--- config.mk ---
export PLATFORM = sky130hd
export DESIGN_NAME = rate_tick_gen
export DESIGN_NICKNAME = d
export VERILOG_FILES = /design/src/rtl/rate_tick_gen.sv
export SDC_FILE = /design/constraint.sdc
export NUM_CORES = 1
export LEC_CHECK = 0
export ABC_AREA = 1
export CAP_MARGIN = 10
export CORE_AREA = 2 2 71 73
export DETAILED_ROUTE_END_ITERATION = 7
export DIE_AREA = 0 0 73 75
export PLACE_DENSITY = 0.82
export SLEW_MARGIN = 20
export SYNTH_ARGS = -nofsm -noshare
export SYNTH_HDL_FRONTEND = slang
export SYNTH_SLANG_ARGS = --single-unit
--- constraint.sdc ---
create_clock -name clock -period 5 [get_ports clock]
set_clock_uncertainty 0.15 [all_clocks]
set_input_delay 1.5 -clock clock [delete_from_list [all_inputs] [get_ports clock]]
set_output_delay 1.5 -clock clock [all_outputs]
set_load 0.01 [all_outputs]
--- src/rtl/rate_tick_gen.sv ---
`default_nettype none
// +--------------------------------------------------------------------------+
// | rate_tick_gen: switch-selected one-cycle enable tick for a display counter|
// | Optional SINGLE_STEP_EN adds a step input for manual ticks while held.   |
// | Revision: 1.0                                                            |
// +--------------------------------------------------------------------------+
module rate_tick_gen #(
  parameter int CLK_HZ = 50000000,
  parameter int CNT_W  = 28,
  parameter int TCNT_W = 8
) (
  input  logic              clock,
  input  logic              reset,
`ifdef SINGLE_STEP_EN
  input  logic              step,
`endif
  input  logic [1:0]        sel,
  input  logic              enable,
  output logic              tick,
  output logic [1:0]        active_sel,
  output logic [TCNT_W-1:0] tick_count,
  output logic              running
);

  typedef enum logic [1:0] {
    S_LOAD = 2'd0,
    S_RUN  = 2'd1,
    S_HOLD = 2'd2
  } state_t;

  localparam logic [CNT_W-1:0] RELOAD_1 = CNT_W'(CLK_HZ - 1);
  localparam logic [CNT_W-1:0] RELOAD_2 = CNT_W'(2 * CLK_HZ - 1);
  localparam logic [CNT_W-1:0] RELOAD_4 = CNT_W'(4 * CLK_HZ - 1);

  function automatic logic [CNT_W-1:0] reload_of(input logic [1:0] s);
    case (s)
      2'b00:   reload_of = '0;
      2'b01:   reload_of = RELOAD_1;
      2'b10:   reload_of = RELOAD_2;
      default: reload_of = RELOAD_4;
    endcase
  endfunction

  state_t             state, state_nxt;
  logic [CNT_W-1:0]   count, count_nxt;
  logic [TCNT_W-1:0]  tcnt_nxt;
  logic [1:0]         asel_nxt;
  logic               tick_nxt;
  logic               sel_chg;

  assign sel_chg = (sel != active_sel);

`ifdef SINGLE_STEP_EN
  logic step_q;
  logic step_rise;

  always_ff @(posedge clock) begin
    if (reset) step_q <= 1'b0;
    else       step_q <= step;
  end

  assign step_rise = step & ~step_q;
`endif

  always_comb begin
    state_nxt = state;
    count_nxt = count;
    tcnt_nxt  = tick_count;
    asel_nxt  = active_sel;
    tick_nxt  = 1'b0;
    case (state)
      S_LOAD: begin
        asel_nxt  = sel;
        count_nxt = reload_of(sel);
        state_nxt = enable ? S_RUN : S_HOLD;
      end
      S_RUN: begin
        // A sampled rate change abandons the partial period without a tick.
        if (sel_chg) begin
          state_nxt = S_LOAD;
        end else if (!enable) begin
          state_nxt = S_HOLD;
        end else if (count == '0) begin
          tick_nxt  = 1'b1;
          count_nxt = reload_of(active_sel);
          tcnt_nxt  = tick_count + 1'b1;
        end else begin
          count_nxt = count - 1'b1;
        end
      end
      S_HOLD: begin
        if (sel_chg) begin
          state_nxt = S_LOAD;
        end else if (enable) begin
          state_nxt = S_RUN;
        end
`ifdef SINGLE_STEP_EN
        else if (step_rise) begin
          tick_nxt  = 1'b1;
          count_nxt = reload_of(active_sel);
          tcnt_nxt  = tick_count + 1'b1;
        end
`endif
      end
      default: state_nxt = S_LOAD;
    endcase
  end

  always_ff @(posedge clock) begin
    if (reset) begin
      state      <= S_LOAD;
      count      <= '0;
      tick       <= 1'b0;
      tick_count <= '0;
      active_sel <= 2'b00;
      running    <= 1'b0;
    end else begin
      state      <= state_nxt;
      count      <= count_nxt;
      tick       <= tick_nxt;
      tick_count <= tcnt_nxt;
      active_sel <= asel_nxt;
      running    <= (state_nxt == S_RUN);
    end
  end

endmodule
`default_nettype wire

==> After elaboration in Yosys (flattened, before gate mapping) <==
Cells that the tools add are included.
{ "op_classes": {"n_addsub": 2, "eq_ne": 10, "muxes": 13, "bitwise": 3, "n_reduce_logical": 8} }
{ "op_table": {"columns": ["op", "count"], "rows": [
  ["28-bit one-hot mux with 3 select lines", 2],
  ["28-bit two-way mux", 3],
  ["28-bit one-hot mux with 2 select lines", 1],
  ["28-bit zero test", 1],
  ["28-bit by 1-bit subtractor with 28-bit output (second input constant)", 1],
  ["2-bit two-way mux", 5],
  ["8-bit by 1-bit adder with 8-bit output (second input constant)", 1],
  ["2-bit by 1-bit equality test with 1-bit output (second input constant)", 4],
  ["2-bit equality test (second input constant)", 3],
  ["2-bit zero test", 3],
  ["2-bit one-hot mux with 3 select lines", 1],
  ["2-bit != test (second input constant)", 2],
  ["4-bit AND reduction", 1],
  ["4-bit OR reduction", 1],
  ["1-bit NOT", 3],
  ["3-bit AND reduction", 1],
  ["2-bit != test", 1],
  ["2-bit nonzero test", 1],
  ["1-bit two-way mux", 1]
]} }
{ "totals": {"regBits": 42, "inputBits": 5, "output_inout_bits": 12, "wordCells": 42} }

==> Depth between registers and ports, before layout <==
Gate-level depths: netlist (run 1).
{ "logic_depth": {"depth_word": 6, "ltp_mapped": 14, "ltp_nobuf": 14} }

==> Worst setup path before layout (run 1) <==
Ideal clock, no wire load.
{ "synth_path": {"path_type": "in2reg", "start": "input sel[0]", "end": "register count[14]", "t_arrival_ps": 2405, "required_ps": 4740, "path_slack_ps": 2334, "stages": 7, "path_buffers": 1, "cell_sequence": "xnor2_1 -> nand3_1 -> nand2_2 -> clkbuf_2 -> or2_2 -> nand3_1 -> inv_1"} }
{ "synth_via": {"elab_chain_cells": 3} }
{ "synth_rtl": {"columns": ["item", "line_no", "text"], "rows": [
  ["start: declaration", "17", "input logic [1:0] sel,"],
  ["2-bit equality test, or another cell as far along", "36", "case (s)"],
  ["28-bit one-hot mux with 3 select lines or 2-bit != test (tied branches)", null, null],
  ["28-bit one-hot mux with 2 select lines or 3-bit AND reduction (tied branches)", null, null],
  ["end signal: assignment", "119", "count <= count_nxt;"],
  ["end: declaration", "45", "logic [CNT_W-1:0] count, count_nxt;"]
]} }
Several ways; a longest one is shown, not always the timed one.
A chain may end at the register's enable or synchronous reset.

==> Worst setup path in the final report (run 1) <==
{ "layout_path": {"start": "input sel[0]", "end": "register count[24]"} }
Same word-level chain as after synthesis.

==> reports/summary.md, run 1 <==
The maximum fanout count along the critical path is 33, and the initial standard-cell utilization of the core is 62.07%. Summed over its instances, the top area cell type makes up 29.07% of the synthesized netlist area. The run gives 2874 as the total via count after detailed routing. The most common cell after layout, fill and taps aside was sky130_fd_sc_hd__nand2_1. The tools report the category of the worst setup path capture point as a flop. The slew at the pin with the worst max-slew slack was 0.8459 ns; the total power divided by cell area was 308.6 mW/mm^2.

Post-CTS repair changed the size of 0 cells. In the layout the commonest cells are sky130_fd_sc_hd__nand2_1 (95), sky130_fd_sc_hd__nor2_1 (61), sky130_fd_sc_hd__inv_1 (58). TritonCTS built the clock tree. Setup repair after global routing left no endpoint under its margin.

The count of unresolved DRC violations after routing was 0; the sequential cell area was 840.8 sq um. The final period demand of the worst path was 3.431 ns; the number of nets still failing antenna checks after routing was 0. Data on the critical path is required at its endpoint by 5.04 ns. Once layout is complete, the utilization of the core stands at 68.19%. For this run, the register share of the synthesized area comes to 29.07%. Headroom to the max-slew limit came out at 43.54%. The run gives 0 as the number of buffers inserted by hold repair at cts.

The number of synthesized flops with an enable pin was 0; the floorplan die height was 75 um. Data arrives at the worst endpoint at 3.47 ns. The die outline width came out at 73 um. The run gives 0.0009807 W as the total design power. The number of clock buffers inserted by TritonCTS is 5, and the worst slack at placement is 1.267 ns.

The detailed router's first-iteration violation count is 195, and the number of top-level design ports is 17. The clock reaches the later pin of the worst-skew pair after 0.30 ns. After technology mapping, the gate count stands at 453. Static timing analysis puts the maximum clock frequency at 291.5 MHz.

Via-per-instance ratio: 5.516. IR analysis of the VDD net gives a maximum drop of 0.2291 mV. The largest net degree at the start of global routing is 34, and the synthesis warning total is 0.

Across all setup checks in the final design, the least slack found is 1.569 ns. The net count of the finished layout is 482. Global routing used 27.83% of the available tracks. The biggest area contributor in the post-synthesis netlist is sky130_fd_sc_hd__dfxtp_1. The analysis attributes to cell leakage a power of 1.499 nW. Input and output buffers added on the ports amount to 16. Dividing the final minimum period by the clock period gives 68.62%. For the number of max-cap violations, the log shows 0. STA classifies the critical path startpoint as an input pin. The count of inserted antenna diode cells is 0, and the full die area is 0.005475 sq mm.

The total setup violations reported at the end of the flow is 0. In this run, synthesis produced a sequential element count of 42. The first detailed-routing pass ran for 5 iterations. The tree built by TritonCTS fans out to 42 sinks. Cells with a size suffix above 1 make up 8.565% of the layout. The number of global-route vias before repair was 2653.

The tools report the area of all placed cells without fillers as 0.003178 sq mm. The flow ran to the end, and the final reports show no timing, DRC or antenna violations. For the number of standard-cell rows in the floorplan, the log shows 25. The tools report the initial antenna violation count as 0. The congestion estimate from routability-driven global placement came to 0.9283. For the summed instance area of the synthesized netlist, the log shows 0.002893 sq mm. In the post-synthesis netlist, the biggest area contributors are sky130_fd_sc_hd__dfxtp_1 (29%), sky130_fd_sc_hd__nand2_1 (12%), sky130_fd_sc_hd__nor2_1 (7.9%), sky130_fd_sc_hd__inv_1 (7.5%), sky130_fd_sc_hd__nand3_1 (6.1%). For the final hold violation count, the log shows 0. The most used flip-flop cell after synthesis is sky130_fd_sc_hd__dfxtp_1.

The clock tree buffer depth is 2, and the cell area after placement is 0.003069 sq mm. In this run the standard cell core region covers 0.004661 sq mm. The path class of the lowest-slack min-delay path is reg -> reg.

After detailed routing, the average wire length per cell comes to 13.19 um. The H-tree level count is 2. The kind of critical path is in -> reg. Counting flops with an async set or reset pin after synthesis yields a share of 0%.

Counting the fill cells in the layout gives 430. Counting every net in the synthesized netlist gives 469. A synthesized cell averages 6.386 sq um.

The final setup TNS was 0 ns; the total grt overflow was 0. The first global-routing pass estimated 11.80 mm of wire. The logs give 0 for the post-CTS repair timing setup buffer count and 5.214 mm for the final HPWL from detailed placement.

Number of distinct library cells after synthesis: 32. The max-slew violation total from the final report was 0; the clock-pin slew of the registers on the worst-case setup and hold paths was 0.08 ns. Total length of routed wires: 6.870 mm. The root buffer cell is sky130_fd_sc_hd__clkbuf_8. In the final layout, the multi-input gates occupy 0.001755 sq mm.

The post-synthesis to final-layout area growth is 9.862%.
==> final timing paths <==
path,slack [ns],from,end,depth (start not counted)
max,1.57,sel[0],count[24],8
min,0.36,tick_count[7],tick_count[7],2
max reg2reg,2.84,active_sel[0],count[24],7
min reg2reg,0.36,tick_count[7],tick_count[7],2
==> Yosys cell counts, types with 2 or more instances <==
| cell | instances |
|---|---|
| sky130_fd_sc_hd__o21bai_1 | 9 |
| sky130_fd_sc_hd__nand3_1 | 35 |
| sky130_fd_sc_hd__nand4_1 | 13 |
| sky130_fd_sc_hd__a21oi_1 | 30 |
| sky130_fd_sc_hd__nand2_4 | 4 |
| sky130_fd_sc_hd__dfxtp_1 | 42 |
| sky130_fd_sc_hd__o21ai_2 | 2 |
| sky130_fd_sc_hd__nand2_2 | 3 |
| sky130_fd_sc_hd__inv_2 | 6 |
| sky130_fd_sc_hd__o21ai_1 | 2 |
| sky130_fd_sc_hd__nand2_1 | 95 |
| sky130_fd_sc_hd__clkbuf_1 | 6 |
| sky130_fd_sc_hd__or2_2 | 4 |
| sky130_fd_sc_hd__nor2_4 | 2 |
| sky130_fd_sc_hd__nor2_2 | 7 |
| sky130_fd_sc_hd__nor2_1 | 61 |
| sky130_fd_sc_hd__ha_1 | 11 |
| sky130_fd_sc_hd__o21ai_0 | 31 |
| sky130_fd_sc_hd__xor2_1 | 7 |
| sky130_fd_sc_hd__nor3_1 | 4 |
| sky130_fd_sc_hd__nand3_2 | 2 |
| sky130_fd_sc_hd__inv_1 | 58 |
| sky130_fd_sc_hd__xnor2_1 | 10 |
==> area by class of cell <==
cell class	count	share of cell area (%)
multi-input combinational	336	55.24
clock inverter	3	1.260
inverter	65	7.717
timing repair buffer	16	5.039
clock buffer	5	2.165
sequential	42	26.46
tap	54	2.126
==> state kept, by name, indices dropped and copies added, names as in the netlist <==
signal and flops:
count 28, tick_count 8, active_sel 2, state 2, running 1, tick 1
==> per-layer routing <==
metal | vias to the layer above | GRT usage, % | part of all wire, %
li1 | 1467 | - | -
met4 | 0 | 10.49 | 1.7
met1 | 1335 | 37.28 | 48
met3 | 12 | 4.418 | 4.0
met5 | - | 0 | 0
met2 | 60 | 45.35 | 46
==> kinds of logic (layout without fill, tap and decap cells) <==
logic type                 count (synthesis)  count (layout)  share of synthesized area, %
and+or+nand+nor                          232             232                         36.42
DFF                                       42              42                         29.07
xor gates and xnor gates                  17              17                         5.147
adders and majority gates                 11              11                         4.758
AOI/OAI and AO/OA                         76              76                         14.36
buffers and inverters                     75              89                         10.25
==> worst max-delay path: stages <==
cell and delay, ns:
sky130_fd_sc_hd__clkdlybuf4s50_1 0.54, sky130_fd_sc_hd__xnor2_1 0.16, sky130_fd_sc_hd__nand3_1 0.15, sky130_fd_sc_hd__nand2_2 0.48, sky130_fd_sc_hd__inv_2 0.16, sky130_fd_sc_hd__a21oi_1 0.19
sky130_fd_sc_hd__and2_1 0.20, sky130_fd_sc_hd__a21oi_1 0.08
==> where the power goes <==
group          switching, W  internal, W
clock network      0.000124     0.000147
registers         0.0000382     0.000368
logic              0.000201     0.000103
total              0.000363     0.000618
==> stage by stage <==
step	hold slack [ns]	instances
after floorplan	0.3136	453
after global placement	0.3319	513
after detailed placement	0.3373	513
after CTS	0.3521	521
after global routing	0.3802	521
final	0.3566	521
No activity file was read; power rests on OpenSTA's default activity.
==> run 2, diff against run 1 <==
- CORE_AREA: 2 2 71 73 -> 2 2 77 79
- DIE_AREA: 0 0 73 75 -> 0 0 79 81
- PLACE_DENSITY: 0.82 -> 0.74
- clock period: 5 -> 3.1 ns (I/O delays scaled with it)
==> reports/summary.md, run 2 (synthesized netlist as in run 1, its figures left out) <==
The floorplan die height is 81 um (+8.0%). STA classifies the critical path endpoint as a flop. The run gives 57.05% (-11 points) as the final standard cell utilization of the core. The run gives 0.006399 sq mm (+17%) as the full die area. The run gives 58.15% (+15 points) as the remaining max-slew budget at the tightest pin.

The worst path required time is 3.15 ns (-1.89 ns), and the post-CTS repair timing setup buffer count is 0 (unchanged). The most common cell after layout, fill and taps aside is sky130_fd_sc_hd__nand2_1. The final setup TNS came out at 0 ns (unchanged). The per-cell routed wire length was 12.81 um (-2.9%). The tools report the internal power as 0.001025 W (+66%). The initial antenna violation count was 0 (unchanged); the clock latency reported for the late side of the worst-skew pair was 0.30 ns (about the same). The total via count after detailed routing is 2883 (+0.31%), and the upper clock frequency limit is 382.7 MHz.

The tools report the root buffer cell as sky130_fd_sc_hd__clkbuf_8. The largest registers in the layout are count (28), tick_count (8). Number of input and output port buffers inserted: 16 (unchanged). The final HPWL from detailed placement was 5.299 mm (+1.6%); the number of nets still failing antenna checks after routing was 0 (unchanged).

The H-tree level count is 2 (unchanged). Worst slack at placement: 0.2066 ns (-1.061 ns). The kind of critical path was in -> reg. The share of the clock period used by the worst path after layout is 84.29%.

The most critical setup path has its endpoint at count[24]. The die outline width was 79 um (+8.2%); the area inside the core boundary was 0.005675 sq mm (+22%). Post-cts gate resize count: 0 (unchanged). The slew at the pin with the worst max-slew slack is 0.6263 ns (-0.2197 ns). Number of flip-flops in the largest register: 28 (unchanged). The number of global-route vias before repair is 2583 (-2.6%). The logs give 6.979 mm (+1.6%) for the total length of routed wires and 30.7% (-0.3 points) for the part of the total power dissipated in combinational logic. The global router's overall resource usage was 23.31% (-4.5 points).

The number of standard-cell rows in the floorplan is 28 (+12%), and the via-per-instance ratio is 5.290 (-4.1%). For the clock share of power, the log shows 28.6% (+1.0 points). In this run the critical register-to-register path is captured at count[9]. The max-slew violation total from the final report is 0 (unchanged). Setup repair after global routing left no endpoint under its margin. Maximum fanout count along the critical path: 13 (-61%). For the total number of nets in the final design, the log shows 486 (+0.83%).

The number of top-level design ports is 17 (unchanged), and the share of final-layout standard cells stronger than drive strength 1 is 9.149% (+0.58 points). Beginning of the worst register-to-register path: count[0]. The top cell types in the final layout, fill and taps aside, are sky130_fd_sc_hd__nand2_1 (95), sky130_fd_sc_hd__nor2_1 (61), sky130_fd_sc_hd__inv_1 (58). The run gives 1.517 nW (+1.2%) as the leakage power figure. The clock-pin slew of the registers on the worst-case setup and hold paths is 0.08 ns (about the same). The run gives 0 (unchanged) as the total setup violations reported at the end of the flow. The tools report the clock tree buffer depth as 2 (unchanged). The run finished with clean final reports.

The total grt overflow is 0 (unchanged), and the count of unresolved DRC violations after routing is 0 (unchanged). The number of max-cap violations was 0 (unchanged); the total power divided by cell area was 499.6 mW/mm^2 (+62%). The tools report the largest net degree at the start of global routing as 32 (-5.9%). Detailed router's first-iteration violation count: 162 (-17%).

Most flop-heavy register: count. The number of cells on the worst reg-to-reg path is 11 (+4). For the number of buffers inserted by hold repair at cts, the log shows 0 (unchanged).

The number of clock buffers inserted by TritonCTS was 5 (unchanged). TritonCTS built the clock tree. The logs give 50.97% (-11 points) for the initial standard-cell utilization of the core and 0 (unchanged) for the final hold violation count.

The count of inserted antenna diode cells is 0 (unchanged). Largest voltage drop on the vdd net: 0.3485 mV (+52%). In this run the worst setup path begins at sel[0]. The tools report the TritonCTS sink count as 42 (unchanged).

The switching power total is 0.0005929 W (+63%). The worst-case setup margin in the final layout is 0.4872 ns (-1.082 ns). Kind of launch point of the worst setup path: an input pin. From synthesis to final layout, the design area changed by 11.94%. The logs give 2.66 ns (-0.81 ns) for the signal arrival time at the worst endpoint and 11.77 mm (-0.24%) for the global-route wire length before repair. The routability congestion estimate came out at 0.9789 (+5.5%). The logs give 1.04 ns (-1.80 ns) for the setup slack of the most critical reg-to-reg path and 40.6% (-0.8 points) for the sequential group share of total power. The tightest min-delay check is of the reg -> reg type. The switching share of total power works out to 36.65% (-0.34 points). The final period demand of the worst path came out at 2.613 ns. Number of detailed-routing iterations run before antenna repair: 5 (unchanged).
run 2: area by class of cell:
type                    instances  area [sq um]
well taps                      75         93.84
repair buffers                 20         190.2
flip-flops and latches         42         840.8
clock inverters                 1         30.03
inverters                      65         245.2
multi-input cells             336          1755
clock buffers                   6         82.58
fillers                       582          2437
run 2: per-layer routing:
layer	share of wire (%)	GRT usage, %	vias to the layer above	routed length, um
met4	3.6	10.00	0	253
met2	45	38.31	73	3131
met3	5.0	3.778	18	351
met5	0	0	-	0
met1	46	30.45	1316	3243
li1	-	-	1476	-
run 2: how the worst min path moves through the flow:
| stage | start | to | slack (ns) | depth (start not counted) |
|---|---|---|---|---|
| 6_report | count[11] | count[11] | 0.35 | 2 |
| 5_1_grt | tick_count[5] | tick_count[5] | 0.38 | 2 |
| 4_1_cts | count[11] | count[11] | 0.35 | 2 |
| 3_5_place_dp | count[11] | count[11] | 0.34 | 2 |
| 3_3_place_gp | tick_count[7] | tick_count[7] | 0.34 | 2 |
| 2_1_floorplan | count[11] | count[11] | 0.31 | 2 |
run 2: power by group through the flow:
| stage | clock [W] | sequential (W) | combinational [W] |
|---|---|---|---|
| after floorplan | 0 | 0.000652 | 0.000389 |
| after global placement | 0 | 0.000668 | 0.000483 |
| after detailed placement | 0 | 0.000669 | 0.000492 |
| after CTS | 0.000470 | 0.000656 | 0.000496 |
| after global routing | 0.000486 | 0.000667 | 0.000568 |
| final | 0.000463 | 0.000657 | 0.000497 |
run 2: worst max-delay path, stage by stage:
cell	delay, ns
sky130_fd_sc_hd__clkdlybuf4s50_1	0.54
sky130_fd_sc_hd__xnor2_1	0.15
sky130_fd_sc_hd__nand3_1	0.16
sky130_fd_sc_hd__nand2_2	0.25
sky130_fd_sc_hd__inv_2	0.13
sky130_fd_sc_hd__a21oi_1	0.20
sky130_fd_sc_hd__and2_1	0.22
sky130_fd_sc_hd__a21oi_1	0.08
run 2: stage by stage:
step / cells / hold WS, ns / instance area [sq um] / power, W
final: 545 / 0.3549 / 3238 / 0.001618
after global routing: 545 / 0.3831 / 3238 / 0.001720
after CTS: 545 / 0.3524 / 3238 / 0.001622
after detailed placement: 538 / 0.3386 / 3126 / 0.001161
after global placement: 538 / 0.3369 / 3126 / 0.001152
after floorplan: 453 / 0.3136 / 2893 / 0.001041
==> RTL edit 1 (config.mk and constraints of run 1) <==
Build with the macro `SINGLE_STEP_EN` defined.
--- a/src/rtl/rate_tick_gen.sv
+++ b/src/rtl/rate_tick_gen.sv
@@ -5,4 +5,6 @@
 // | Revision: 1.0                                                            |
 // +--------------------------------------------------------------------------+
+`define SINGLE_STEP_EN
+
 module rate_tick_gen #(
   parameter int CLK_HZ = 50000000,
Interface: changed (added step); port bits go from 17 to 18. The function was not compared with the original's and may differ.
==> RTL edit 1 against run 1 <==
- clock power fell by 11%
- area after synthesis rose by 14%
- power rose by 17%
- design area rose by 12%
- combinational power rose by 53%
- largest cell class unchanged
- wire length rose by 25%
- utilization rose by 8.2 points
- sequential cell count rose by 1
- worst setup slack got worse by 0.033 ns
==> RTL edit 1: results <==
set metrics [dict create \
    outcome "finished, final reports clean" \
    synthAdderAreaFrac_pct 6.06 \
    r2r_cells 6 \
    r2r_start "state[0]" \
    drt-total-wl_mm 8.57 \
    grt_overflow 0 \
    first_pass_iters 6 \
    clk_latency_ns 0.32 \
    vias_per_cell 5.79 \
    place_congestion 0.932 \
    syn_nets 546 \
    num_vias 3415 \
    postPlaceCellArea_mm2 0.00347 \
    clk_pin_slew_ns 0.10 \
    grt_util_all_layers_pct 33.1 \
    final_nets 557 \
    yosys-top-cells-area "dfxtp_1 26%, nand2_1 19%, o21ai_0 7.9%" \
    synth_xor_area_share_pct 4.24 \
    synthDistinctLibCells 36 \
    grt_pass1_vias 3010 \
    r2r-end "count[7]" \
    port_buffers 17 \
    cts_root_buf "clkbuf_8" \
    place_inst 582 \
    synth_common_cells "166 x nand2_1, 59 x nor2_1, 52 x o21ai_0" \
    seq_area_frac_synth_pct 26.1 \
    worst_slew_pin_slew_ns 0.932 \
    whs_ns 0.364 \
    crit_fanout 28 \
    dp_slack_ns 1.21 \
    dp_hpwl_mm 6.18 \
    p_leak_nw 1.66 \
    regToRegSetupSlack_ns 2.29 \
    ir_drop_v 0.000195 \
    multi_input_area_mm2 0.00218 \
    synth-compound-area-share_pct 17.4 \
    switchingPower_w 0.000510 \
    crit_family "buffers and inverters" \
    grt_pass1_wl_mm 14.0 \
    grt_start_max_net_pins 31 \
    syn_inst 524 \
]
-- RTL edit 1: how the worst max path moves through the flow --
stage / startpoint / to / slack, ns / cells after the start
2_1_floorplan: step / count[16] / 2.16 / 7
3_3_place_gp: sel[1] / count[11] / 1.33 / 9
3_5_place_dp: sel[1] / count[11] / 1.21 / 9
4_1_cts: sel[1] / count[11] / 1.56 / 9
5_1_grt: sel[0] / count[9] / 1.32 / 10
6_report: sel[1] / count[11] / 1.54 / 9
-- RTL edit 1: cells by family (layout without fill, tap and decap cells) --
family          after synthesis  after routing
flops                        43             43
xor+xnor                     16             16
compound gates              103            103
fa+ha+maj                    16             16
simple gates                287            287
buf+inv                      59             71
-- RTL edit 1: power by group through the flow --
| stage | combinational (W) | clock (W) | sequential (W) |
|---|---|---|---|
| 2_1_floorplan | 0.000364 | 0 | 0.000432 |
| 3_3_place_gp | 0.000444 | 0 | 0.000448 |
| 3_5_place_dp | 0.000455 | 0 | 0.000448 |
| 4_1_cts | 0.000458 | 0.000240 | 0.000440 |
| 5_1_grt | 0.000522 | 0.000254 | 0.000448 |
| 6_report | 0.000466 | 0.000240 | 0.000442 |
-- RTL edit 1: tightest hold or removal path, cell delays in order, from the launching register on --
cell and delay, ns:
dfxtp_1 0.35, nand2_1 0.08, a21oi_2 0.05
-- RTL edit 1: area by class of cell --
type | instances | area share (%)
Timing Repair Buffer | 19 | 5.20
Clock buffer | 5 | 1.93
Tap cell | 54 | 1.90
Sequential cell | 43 | 24.2
Clock inverter | 3 | 0.668
Inverter | 44 | 4.78
Multi-Input combinational cell | 422 | 61.3
-- RTL edit 1: routing by layer --
metal  vias to the layer above  share of wire, %  GRT usage [%]
met5                         -                 0              0
met3                        29               6.2           4.95
met2                       139                47           56.1
met4                         0               3.5           14.4
met1                      1534                43           42.0
li1                       1713                 -              -
==> RTL edit 2 (flow settings as in run 1) <==
Without the edit above. The output `tick` loses its register stage (`tick` becomes a continuous assignment). Comments in the files are not updated.
--- a/src/rtl/rate_tick_gen.sv
+++ b/src/rtl/rate_tick_gen.sv
@@ -111,5 +111,4 @@
       state      <= S_LOAD;
       count      <= '0;
-      tick       <= 1'b0;
       tick_count <= '0;
       active_sel <= 2'b00;
@@ -118,5 +117,4 @@
       state      <= state_nxt;
       count      <= count_nxt;
-      tick       <= tick_nxt;
       tick_count <= tcnt_nxt;
       active_sel <= asel_nxt;
@@ -125,4 +123,6 @@
   end
 
+  assign tick = tick_nxt;
+
 endmodule
 `default_nettype wire
Function: changed (a bounded check fails within 4 cycles, from zero or initial values and one cycle with reset high).
==> RTL edit 2 against run 1 <==
- area after synthesis rose by 3.0%
- combinational power rose by 8.9%
- power fell by 4.6%
- worst setup slack got worse by 1.1 ns
- sequential cell count fell by 1
- design area rose by 2.6%
- wire length rose by 1.4%
- synthesized cell count rose by 2.0%
- count of clock-buffer cells in the layout did not move
- highest routed layer unchanged
==> RTL edit 2: results <==
set metrics [dict create \
    drt_iter0_markers 225 \
    grt_start_max_net_pins 37 \
    synthDistinctLibCells 34 \
    layout-drive-gt1-share_pct 9.60 \
    wl_met1_mm 3.30 \
    grt_pass1_vias 2644 \
    postPlaceCellArea_mm2 0.00318 \
    seq_area_frac_synth_pct 27.6 \
    num_vias 2921 \
    comb-power_w 0.000331 \
    dp_slack_ns 0.0852 \
    cp.arrival_ns 2.89 \
    syn_nets 478 \
    min_path_type "reg2reg" \
    seq_share_pct 25.2 \
    place_inst 527 \
    clk_share_pct 2.26 \
    seq_cells 41 \
    layout.nonclk_buf_share_pct 5.91 \
    clkbuf_count 5 \
    p_clk_w 0.000203 \
    syn_inst 462 \
    wl_met3_um 370 \
    outcome "finished, final reports clean" \
    crit_fanout 3 \
    n_fill_cell 409 \
    yosys-top-cells-area "dfxtp_1 28%, nand2_1 14%, inv_1 7.6%" \
    gr-usage-met1_pct 37.1 \
    place_congestion 0.923 \
    gr-usage-met2_pct 44.1 \
    area_growth_pct 9.45 \
    pwr-share-clk_pct 21.7 \
    dp_hpwl_mm 5.19 \
    tap-cell-count 54 \
    synth_common_cells "113 x nand2_1, 60 x inv_1, 53 x nor2_1" \
    crit_family "buffers and inverters" \
    max_stage_delay_ns 0.49 \
    grt_util_all_layers_pct 27.3 \
    p_leak_nw 1.57 \
    grt.met3_usage_pct 5.76 \
    vias_per_cell 5.48 \
    final_nets 496 \
    multi_input_gates 343 \
    drt-total-wl_mm 6.97 \
    worst_slew_pin_slew_ns 0.894 \
    met2WireLength_mm 3.22 \
    htreeDepth 2 \
    ir_drop_v 0.000220 \
    intPower_w 0.000565 \
    buffers 20 \
]
[RTL edit 2: changes by cell type after synthesis, sizes merged, moves of 2 or more]
cell / delta
clkbuf: -6
buf: +5
o21bai: -6
a21oi: -8
inv: +5
nand3: -5
nand3b: +3
xnor2: +6
nand2: +17
nor3: +2
[RTL edit 2: worst paths after layout]
path                      start            end  slack, ns  cells after the start
setup / recovery         sel[0]           tick       0.46                      9
hold / removal    tick_count[7]  tick_count[7]       0.34                      2
setup reg to reg  active_sel[0]      count[23]       2.95                     10
hold reg to reg   tick_count[7]  tick_count[7]       0.34                      2
[RTL edit 2: kinds of logic after synthesis]
group | Yosys count | share of synthesized area, %
buffers and inverters | 78 | 10.5
AO/OA/AOI/OAI | 61 | 10.5
XOR/XNOR | 22 | 6.47
flip-flops | 41 | 27.6
adder cells (fa/ha/maj) | 11 | 4.62
AND/OR/NAND/NOR | 249 | 40.4
